--- src/rtl/lc3_mio_gen.sv ---
// LC-3 memory/IO unit: MAR/MDR, latency-counted memory accesses, keyboard FIFO and display port.
// Optional keyboard interrupt enable (KBSR[14]) and KB_INT output under `MIO_KB_INT_EN.
module lc3_mio_gen #(
    parameter int unsigned MEM_LAT  = 3,
    parameter int unsigned KB_DEPTH = 4,
    parameter logic [15:0] DEV_BASE = 16'hFE00
) (
    input  logic        clk,
    input  logic        reset,
    input  logic [15:0] DATABUS,
    input  logic        MIO_EN,
    input  logic        R_W,
    input  logic        LD_MAR,
    input  logic        LD_MDR,
    input  logic        GateMDR,
    output logic [15:0] MDRbus_out,
    output logic        R,
    output logic        KB_INT,
    input  logic        kb_valid,
    input  logic [7:0]  kb_data,
    output logic        kb_ready,
    input  logic        disp_ready,
    output logic        LD_char,
    output logic [7:0]  I_char,
    output logic        mem_en,
    output logic        mem_we,
    output logic [15:0] mem_addr,
    output logic [15:0] mem_wdata,
    input  logic [15:0] mem_rdata
);

    localparam int unsigned CntW = (MEM_LAT > 1) ? $clog2(MEM_LAT) : 1;
    localparam int unsigned PtrW = $clog2(KB_DEPTH);

    typedef enum logic [1:0] {StIdle, StMemWait, StDone} state_e;

    state_e            state_q, state_d;
    logic [CntW-1:0]   cnt_q, cnt_d;
    logic [15:0]       mar_q, mdr_q, rdata_q;
    logic              ld_char_q;
    logic [7:0]        i_char_q;

    logic [7:0]        fifo_mem [KB_DEPTH];
    logic [PtrW-1:0]   wr_ptr_q, rd_ptr_q;
    logic [PtrW:0]     count_q;

    logic              ie;
    logic              dev_page, dev_hit, dev_start;
    logic              is_kbsr, is_kbdr, is_dsr, is_ddr;
    logic              kb_nonempty, kb_full, push, pop, ddr_load;
    logic [7:0]        head;
    logic [15:0]       dev_rdata;

    always_comb begin
        dev_page    = (mar_q[15:3] == DEV_BASE[15:3]);
        dev_hit     = dev_page && !mar_q[0];
        is_kbsr     = dev_hit && (mar_q[2:1] == 2'd0);
        is_kbdr     = dev_hit && (mar_q[2:1] == 2'd1);
        is_dsr      = dev_hit && (mar_q[2:1] == 2'd2);
        is_ddr      = dev_hit && (mar_q[2:1] == 2'd3);
        // Device side effects fire only on the IDLE->DONE edge.
        dev_start   = (state_q == StIdle) && MIO_EN && dev_page;
        kb_nonempty = (count_q != '0);
        kb_full     = (count_q == (PtrW+1)'(KB_DEPTH));
        head        = fifo_mem[rd_ptr_q];
        push        = kb_valid && !kb_full;
        pop         = dev_start && !R_W && is_kbdr && kb_nonempty;
        ddr_load    = dev_start && R_W && is_ddr && disp_ready;

        dev_rdata = 16'h0000;
        if (!R_W) begin
            if (is_kbsr)                     dev_rdata = {kb_nonempty, ie, 14'b0};
            else if (is_kbdr && kb_nonempty) dev_rdata = {8'h00, head};
            else if (is_dsr)                 dev_rdata = {disp_ready, 15'b0};
        end
    end

    always_comb begin
        state_d = state_q;
        cnt_d   = cnt_q;
        mem_en  = 1'b0;
        mem_we  = 1'b0;
        R       = 1'b0;
        case (state_q)
            StIdle: begin
                if (MIO_EN) begin
                    if (dev_page) begin
                        state_d = StDone;
                    end else begin
                        state_d = StMemWait;
                        cnt_d   = CntW'(MEM_LAT - 1);
                    end
                end
            end
            StMemWait: begin
                mem_en = 1'b1;
                mem_we = R_W;
                if (cnt_q == '0) state_d = StDone;
                else             cnt_d   = cnt_q - CntW'(1);
            end
            StDone: begin
                R = 1'b1;
                if (!MIO_EN) state_d = StIdle;
            end
            default: state_d = StIdle;
        endcase
    end

    always_ff @(posedge clk) begin
        if (!reset) begin
            state_q   <= StIdle;
            cnt_q     <= '0;
            mar_q     <= 16'h0000;
            mdr_q     <= 16'h0000;
            rdata_q   <= 16'h0000;
            ld_char_q <= 1'b0;
            i_char_q  <= 8'h00;
            wr_ptr_q  <= '0;
            rd_ptr_q  <= '0;
            count_q   <= '0;
        end else begin
            state_q <= state_d;
            cnt_q   <= cnt_d;
            if (LD_MAR) mar_q <= DATABUS;
            if (MIO_EN && (state_q == StDone) && LD_MDR && !R_W) mdr_q <= rdata_q;
            else if (!MIO_EN && LD_MDR)                          mdr_q <= DATABUS;
            if ((state_q == StMemWait) && (cnt_q == '0)) rdata_q <= mem_rdata;
            else if (dev_start)                          rdata_q <= dev_rdata;
            ld_char_q <= ddr_load;
            if (ddr_load) i_char_q <= mdr_q[7:0];
            if (push) wr_ptr_q <= wr_ptr_q + PtrW'(1);
            if (pop)  rd_ptr_q <= rd_ptr_q + PtrW'(1);
            case ({push, pop})
                2'b10:   count_q <= count_q + (PtrW+1)'(1);
                2'b01:   count_q <= count_q - (PtrW+1)'(1);
                default: count_q <= count_q;
            endcase
        end
    end

    // Storage needs no reset; occupancy is tracked by the pointers and count.
    always_ff @(posedge clk) begin
        if (push) fifo_mem[wr_ptr_q] <= kb_data;
    end

`ifdef MIO_KB_INT_EN
    logic ie_q, kb_int_q;
    always_ff @(posedge clk) begin
        if (!reset) begin
            ie_q     <= 1'b0;
            kb_int_q <= 1'b0;
        end else begin
            if (dev_start && R_W && is_kbsr) ie_q <= mdr_q[14];
            kb_int_q <= kb_nonempty && ie_q;
        end
    end
    assign ie     = ie_q;
    assign KB_INT = kb_int_q;
`else
    assign ie     = 1'b0;
    assign KB_INT = 1'b0;
`endif

    assign MDRbus_out = GateMDR ? mdr_q : 16'h0000;
    assign kb_ready   = !kb_full;
    assign LD_char    = ld_char_q;
    assign I_char     = i_char_q;
    assign mem_addr   = mar_q;
    assign mem_wdata  = mdr_q;

endmodule

--- config.mk ---
export PLATFORM = sky130hd
export DESIGN_NAME = lc3_mio_gen
export DESIGN_NICKNAME = d
export VERILOG_FILES = /design/src/rtl/lc3_mio_gen.sv
export SDC_FILE = /design/constraint.sdc
export NUM_CORES = 1
export LEC_CHECK = 0
export CAP_MARGIN = 25
export CORE_UTILIZATION = 46
export CTS_CLUSTER_DIAMETER = 60
export DETAILED_ROUTE_END_ITERATION = 10
export GPL_TIMING_DRIVEN = 0
export PLACE_DENSITY = 0.83
export REMOVE_ABC_BUFFERS = 1
export SLEW_MARGIN = 30
export SYNTH_ARGS = -nofsm -noshare
export SYNTH_HDL_FRONTEND = slang
export SYNTH_SLANG_ARGS = --single-unit
--- constraint.sdc ---
create_clock -name clk -period 3.48 [get_ports clk]
set_input_delay 0.87 -clock clk [delete_from_list [all_inputs] [get_ports clk]]
set_output_delay 0.87 -clock clk [all_outputs]
set_load 0.02 [all_outputs]
==> results of run 1 <==
[power breakdown]
group / internal (mW) / total, mW / switching [mW]
Clock: 0.343 / 0.773 / 0.430
Combinational: 0.173 / 0.347 / 0.174
Sequential: 1.29 / 1.33 / 0.0410
Total: 1.80 / 2.45 / 0.645
[worst max-delay path: stages]
cell and delay [ns]:
clkdlybuf4s50_1 0.81, and2_1 0.21, clkdlybuf4s50_1 0.61
[layer usage]
metal	global-route usage	share of wire	vias to the layer above
met5	0	0	-
met4	0.0654	0.0080	0
met3	0.0369	0.036	8
met2	0.389	0.52	84
met1	0.262	0.43	1563
li1	-	-	1584
[how the worst min path moves through the flow]
stage                 to  slack [ns]
6_report       I_char[5]        0.47
4_1_cts        I_char[5]        0.47
2_1_floorplan   register        0.45
5_1_grt        I_char[5]        0.49
3_3_place_gp   I_char[0]        0.44
3_5_place_dp   I_char[5]        0.45
[per-stage QoR]
stage	TNS, ns	hold slack (ns)	instances
2_1_floorplan	0	0.447	367
3_3_place_gp	-30.91	0.443	587
3_5_place_dp	-0.200	0.453	588
4_1_cts	0	0.468	604
5_1_grt	0	0.491	604
6_report	0	0.466	604
[registers in the layout (all words and copies together), names as in the netlist, 2 cells and up, named ones only]
signal and cells:
mem_wdata 16, cnt_q 2, wr_ptr_q 2, fifo_mem 32, mem_addr 16, count_q 3, rdata_q 16, rd_ptr_q 2
I_char 8, state_q 2
[Yosys cell counts (2+ instances only)]
master     n
nand3b_1   2
mux2i_1   49
dfxtp_1   70
ha_1       6
edfxtp_1  32
mux4_2     8
and3_1     5
a21oi_1    7
and2_1    18
nand3_1    7
nor2_1    42
or4b_1     2
clkbuf_1  15
nand2_1   28
nor2b_1    4
inv_1     19
a211oi_1  17
xor2_1     2
nand4_1    3
nor3_1     2
or3_1      2
o22ai_1   16
o21ai_0    2
buf_2      5
[final cells by class]
type / count / area, um2 / share of cell area
clock buffers: 9 / 124 / 0.0217
clock inverters: 7 / 80.1 / 0.0141
inverters: 20 / 76.3 / 0.0134
multi-input cells: 245 / 1820 / 0.320
flip-flops and latches: 102 / 2360 / 0.414
well taps: 111 / 139 / 0.0244
repair buffers: 110 / 1100 / 0.192
[cells by family (layout without fill, tap and decap cells)]
logic type                 count (synthesis)  in the layout  synth area share
xor gates and xnor gates                   3              3           0.00607
other                                      1              1          0.000866
AOI/OAI and AO/OA                         48             48            0.0737
and+or+nand+nor                          129            129             0.159
muxes                                     57             57             0.155
DFF                                      102            102             0.545
buffers and inverters                     41            146            0.0378
adders and majority gates                  7              7            0.0220
==> impl_metrics.json, run 1 <==
{
  "hpwl_mm": 7.32,
  "wirelength_mm": 10.1,
  "die_w_um": 99.0,
  "peakVddDrop_mv": 0.281,
  "clkTransAtPathRegs_ns": 0.11,
  "hp-start": "I_char[5]",
  "cp_max_fo": 16,
  "yosys_warnings": 0,
  "place.port_buffers": 109,
  "synth_edf_count": 32,
  "antenna_found_initial": 0,
  "critical_path.endpoint": "MDRbus_out[10]",
  "drive_above_1_share": 0.0710,
  "cp-startpoint": "GateMDR",
  "cts_buffers": 9,
  "finalSetupViolCount": 0,
  "yosys.area.top_type": "dfxtp_1",
  "setup.worst_path.start_class": "input port",
  "rsz0062_at_grt": "no",
  "grt_usage": 0.215,
  "cts_tree": "done",
  "layout_commonest_cell": "clkdlybuf4s50_1",
  "timing.rr.start": "mem_addr[3]",
  "viasPerCell": 5.36,
  "synth_cells": 388,
  "outcome": "complete, no violations",
  "reg2regPathDepth": 9,
  "async_reset_ff_frac": 0,
  "power_density_nw_per_um2": 429,
  "clock_latency_ns": 0.37,
  "layout_common_cells": "clkdlybuf4s50_1, dfxtp_1, mux2i_1",
  "p_total_mw": 2.45,
  "ys_ff_latch": 102,
  "drt_first_pass_iters": 4,
  "synthesis.area_um2": 4330,
  "yosysSeqAreaShare": 0.545,
  "rrSetupSlack_ns": 0.79,
  "avgRoutedWirePerCell_um": 16.7,
  "antennaDiodeCount": 0,
  "slew_violations": 0,
  "timing.rr.end": "count_q[2]",
  "critical_path_required_ns": 2.61,
  "die_h_um": 99.0,
  "yosys_most_used_dff": "dfxtp_1",
  "fin_crit_sh": 0.971,
  "path_class": "input port to output pin",
  "grt_pass1_vias": 3316,
  "period_needed_ns": 3.38,
  "finalClockSkew_ns": 0.0172,
  "min_delay_path_depth": 2,
  "area_growth_syn_to_layout_pct": 31.6,
  "synthTopCellsByArea": "dfxtp_1, edfxtp_1, mux2i_1",
  "worst_slew_pin_slew_ns": 0.670,
  "drt_iter0_drc": 164,
  "hold_violations": 0,
  "leakagePower_nw": 2.18,
  "postRouteAntennaNets": 0,
  "max-slew-margin-rel": 0.552,
  "grt_max_degree": 45,
  "cts_setup_buffers": 0,
  "arrival_ns": 2.51,
  "end_kind": "output pin",
  "hold_path.class": "register to register",
  "avgSynthCellArea_um2": 11.2,
  "cts_root_buf": "clkbuf_8",
  "cts_sinks": 102,
  "fill_cells": 777,
  "num_rows": 35,
  "layout.nets": 544,
  "gp_congestion": 0.771,
  "placed_area_um2": 5490,
  "post-place-ws_ns": -0.200,
  "ios": 111,
  "finalWorstSetupSlack_ns": 0.101,
  "grt_pass1_wl_mm": 16.4,
  "cts_resized": 0,
  "dieArea_um2": 9810,
  "start_util": 0.471,
  "synth_top_area_frac": 0.324,
  "htree_levels": 3,
  "vias": 3239,
  "stdcell_area_um2": 5700,
  "grt_overflow_total": 0,
  "yosysUniqueCellTypes": 49,
  "clk_path_buf_depth": 2,
  "post-route-util": 0.620,
  "fmax_ghz": 0.296,
  "core_area_um2": 9200,
  "drcViolationCount": 0,
  "hold_buffers": 0,
  "max_cap_violations": 0
}
(Power assumes the default switching activity.)
==> inputs of run 2 (changes only) <==
Settings changed: CORE_MARGIN set to 10.
==> impl_metrics.json, run 2 (synthesized netlist as in run 1, its figures left out) <==
{
  "fmax_ghz": 0.297,
  "largest_reg_flops": 32,
  "hold_buffers": 0,
  "max_cap_violations": 0,
  "placed_area_um2": 5490,
  "cts_sinks": 102,
  "p_comb_frac": 0.144,
  "setup.worst_path.start_class": "input port",
  "finalClockSkew_ns": 0.0142,
  "p_int_mw": 1.73,
  "pwr-share-seq": 0.555,
  "num_rows": 35,
  "peakVddDrop_mv": 0.334,
  "clock_latency_ns": 0.36,
  "die_h_um": 117,
  "layout_commonest_cell": "clkdlybuf4s50_1",
  "cts_buffers": 9,
  "period_needed_ns": 3.37,
  "timing.rr.end": "count_q[2]",
  "ios": 111,
  "finalSetupViolCount": 0,
  "clkTransAtPathRegs_ns": 0.11,
  "die_w_um": 117,
  "drt_first_pass_iters": 4,
  "clk_path_buf_depth": 2,
  "worst_slew_pin_slew_ns": 0.724,
  "min_delay_path_depth": 2,
  "hold_slack_ns": 0.470,
  "outcome": "complete, no violations",
  "grt_usage": 0.158,
  "slew_violations": 0,
  "post-place-ws_ns": -0.272,
  "critical_path_required_ns": 3.76,
  "cts_setup_buffers": 0,
  "finalWorstSetupSlack_ns": 0.107,
  "drive_above_1_share": 0.0730,
  "p_sw_uw": 653,
  "power.share.switching": 0.274,
  "fin_crit_sh": 0.969,
  "max-slew-margin-rel": 0.516,
  "hp-start": "I_char[4]",
  "postRouteAntennaNets": 0,
  "end_kind": "register",
  "hold_path.class": "register to register",
  "grt_max_degree": 45,
  "cts_tree": "done",
  "timing.rr.start": "mem_addr[3]",
  "start_util": 0.471,
  "rrSetupSlack_ns": 0.71,
  "timing.setup.tns_ns": 0,
  "hpwl_mm": 8.26,
  "path_class": "input port to register",
  "p_total_mw": 2.39,
  "clockPowerShare": 0.301,
  "leakagePower_nw": 2.16,
  "layout_common_cells": "clkdlybuf4s50_1, dfxtp_1, mux2i_1",
  "power_density_nw_per_um2": 421,
  "wirelength_mm": 10.8,
  "regMostFlops": "fifo_mem",
  "drt_iter0_drc": 162,
  "arrival_ns": 3.65,
  "drcViolationCount": 0,
  "grt_pass1_wl_mm": 17.0,
  "area_growth_syn_to_layout_pct": 31.1,
  "dieArea_um2": 13700,
  "place.port_buffers": 109,
  "cts_resized": 0,
  "htree_levels": 3,
  "avgRoutedWirePerCell_um": 17.9,
  "hold_violations": 0,
  "layout.nets": 544,
  "cp_max_fo": 7,
  "antennaDiodeCount": 0,
  "stdcell_area_um2": 5680,
  "gp_congestion": 0.781,
  "viasPerCell": 5.37,
  "cts_root_buf": "clkbuf_8",
  "grt_overflow_total": 0,
  "vias": 3243,
  "rsz0062_at_grt": "no",
  "grt_pass1_vias": 3303,
  "antenna_found_initial": 0,
  "holdPathEnd": "I_char[4]",
  "core_area_um2": 9200,
  "reg2regPathDepth": 9
}
## run 2: cell count changes in the layout (fill, tap and decap cells not counted), sizes merged
cell / change
clkinvlp: +3
bufinv: -1
clkinv: -3
inv: +1
## run 2: worst max path at each step
stage,start,endpoint,slack [ns],cells past startpoint
after floorplan,MIO_EN,count_q[2],0.77,9
after global placement,reset,rdata_q[15],-1.28,4
after detailed placement,MIO_EN,count_q[2],-0.27,10
after CTS,GateMDR,MDRbus_out[6],0.08,3
after global routing,GateMDR,MDRbus_out[14],0.02,3
final,MIO_EN,count_q[2],0.11,10
## run 2: final cells by class
class / instances / area, um2
clock inverter: 7 / 65.1
tap: 111 / 139
timing repair buffer: 110 / 1100
clock buffer: 9 / 124
sequential: 102 / 2360
multi-input combinational: 245 / 1820
inverter: 20 / 76.3
fill: 751 / 3520
## run 2: per-layer routing
metal | up-vias | part of all wire | global-route usage
met5 | - | 0 | 0
li1 | 1587 | - | -
met2 | 99 | 0.50 | 0.277
met4 | 0 | 0.023 | 0.0552
met1 | 1538 | 0.40 | 0.181
met3 | 19 | 0.070 | 0.0418
## run 2: power groups by stage
stage | sequential, mW | clock [mW] | combinational, mW
2_1_floorplan | 1.37 | 0 | 0.151
3_3_place_gp | 1.35 | 0 | 0.338
3_5_place_dp | 1.35 | 0 | 0.349
4_1_cts | 1.33 | 0.738 | 0.350
5_1_grt | 1.33 | 0.794 | 0.373
6_report | 1.32 | 0.718 | 0.345
## run 2: worst max-delay path: stages
cell	delay (ns)
clkdlybuf4s50_1	0.56
nor3b_2	0.33
nand3_2	0.24
nor3_1	0.32
ha_1	0.26
inv_1	0.06
fa_1	0.38
xor2_1	0.16
or3_1	0.32
a21oi_1	0.15
## run 2: per-stage QoR
step | cells | util
6_report | 604 | 0.617
4_1_cts | 604 | 0.618
5_1_grt | 604 | 0.617
3_5_place_dp | 588 | 0.597
2_1_floorplan | 367 | -
3_3_place_gp | 587 | 0.595
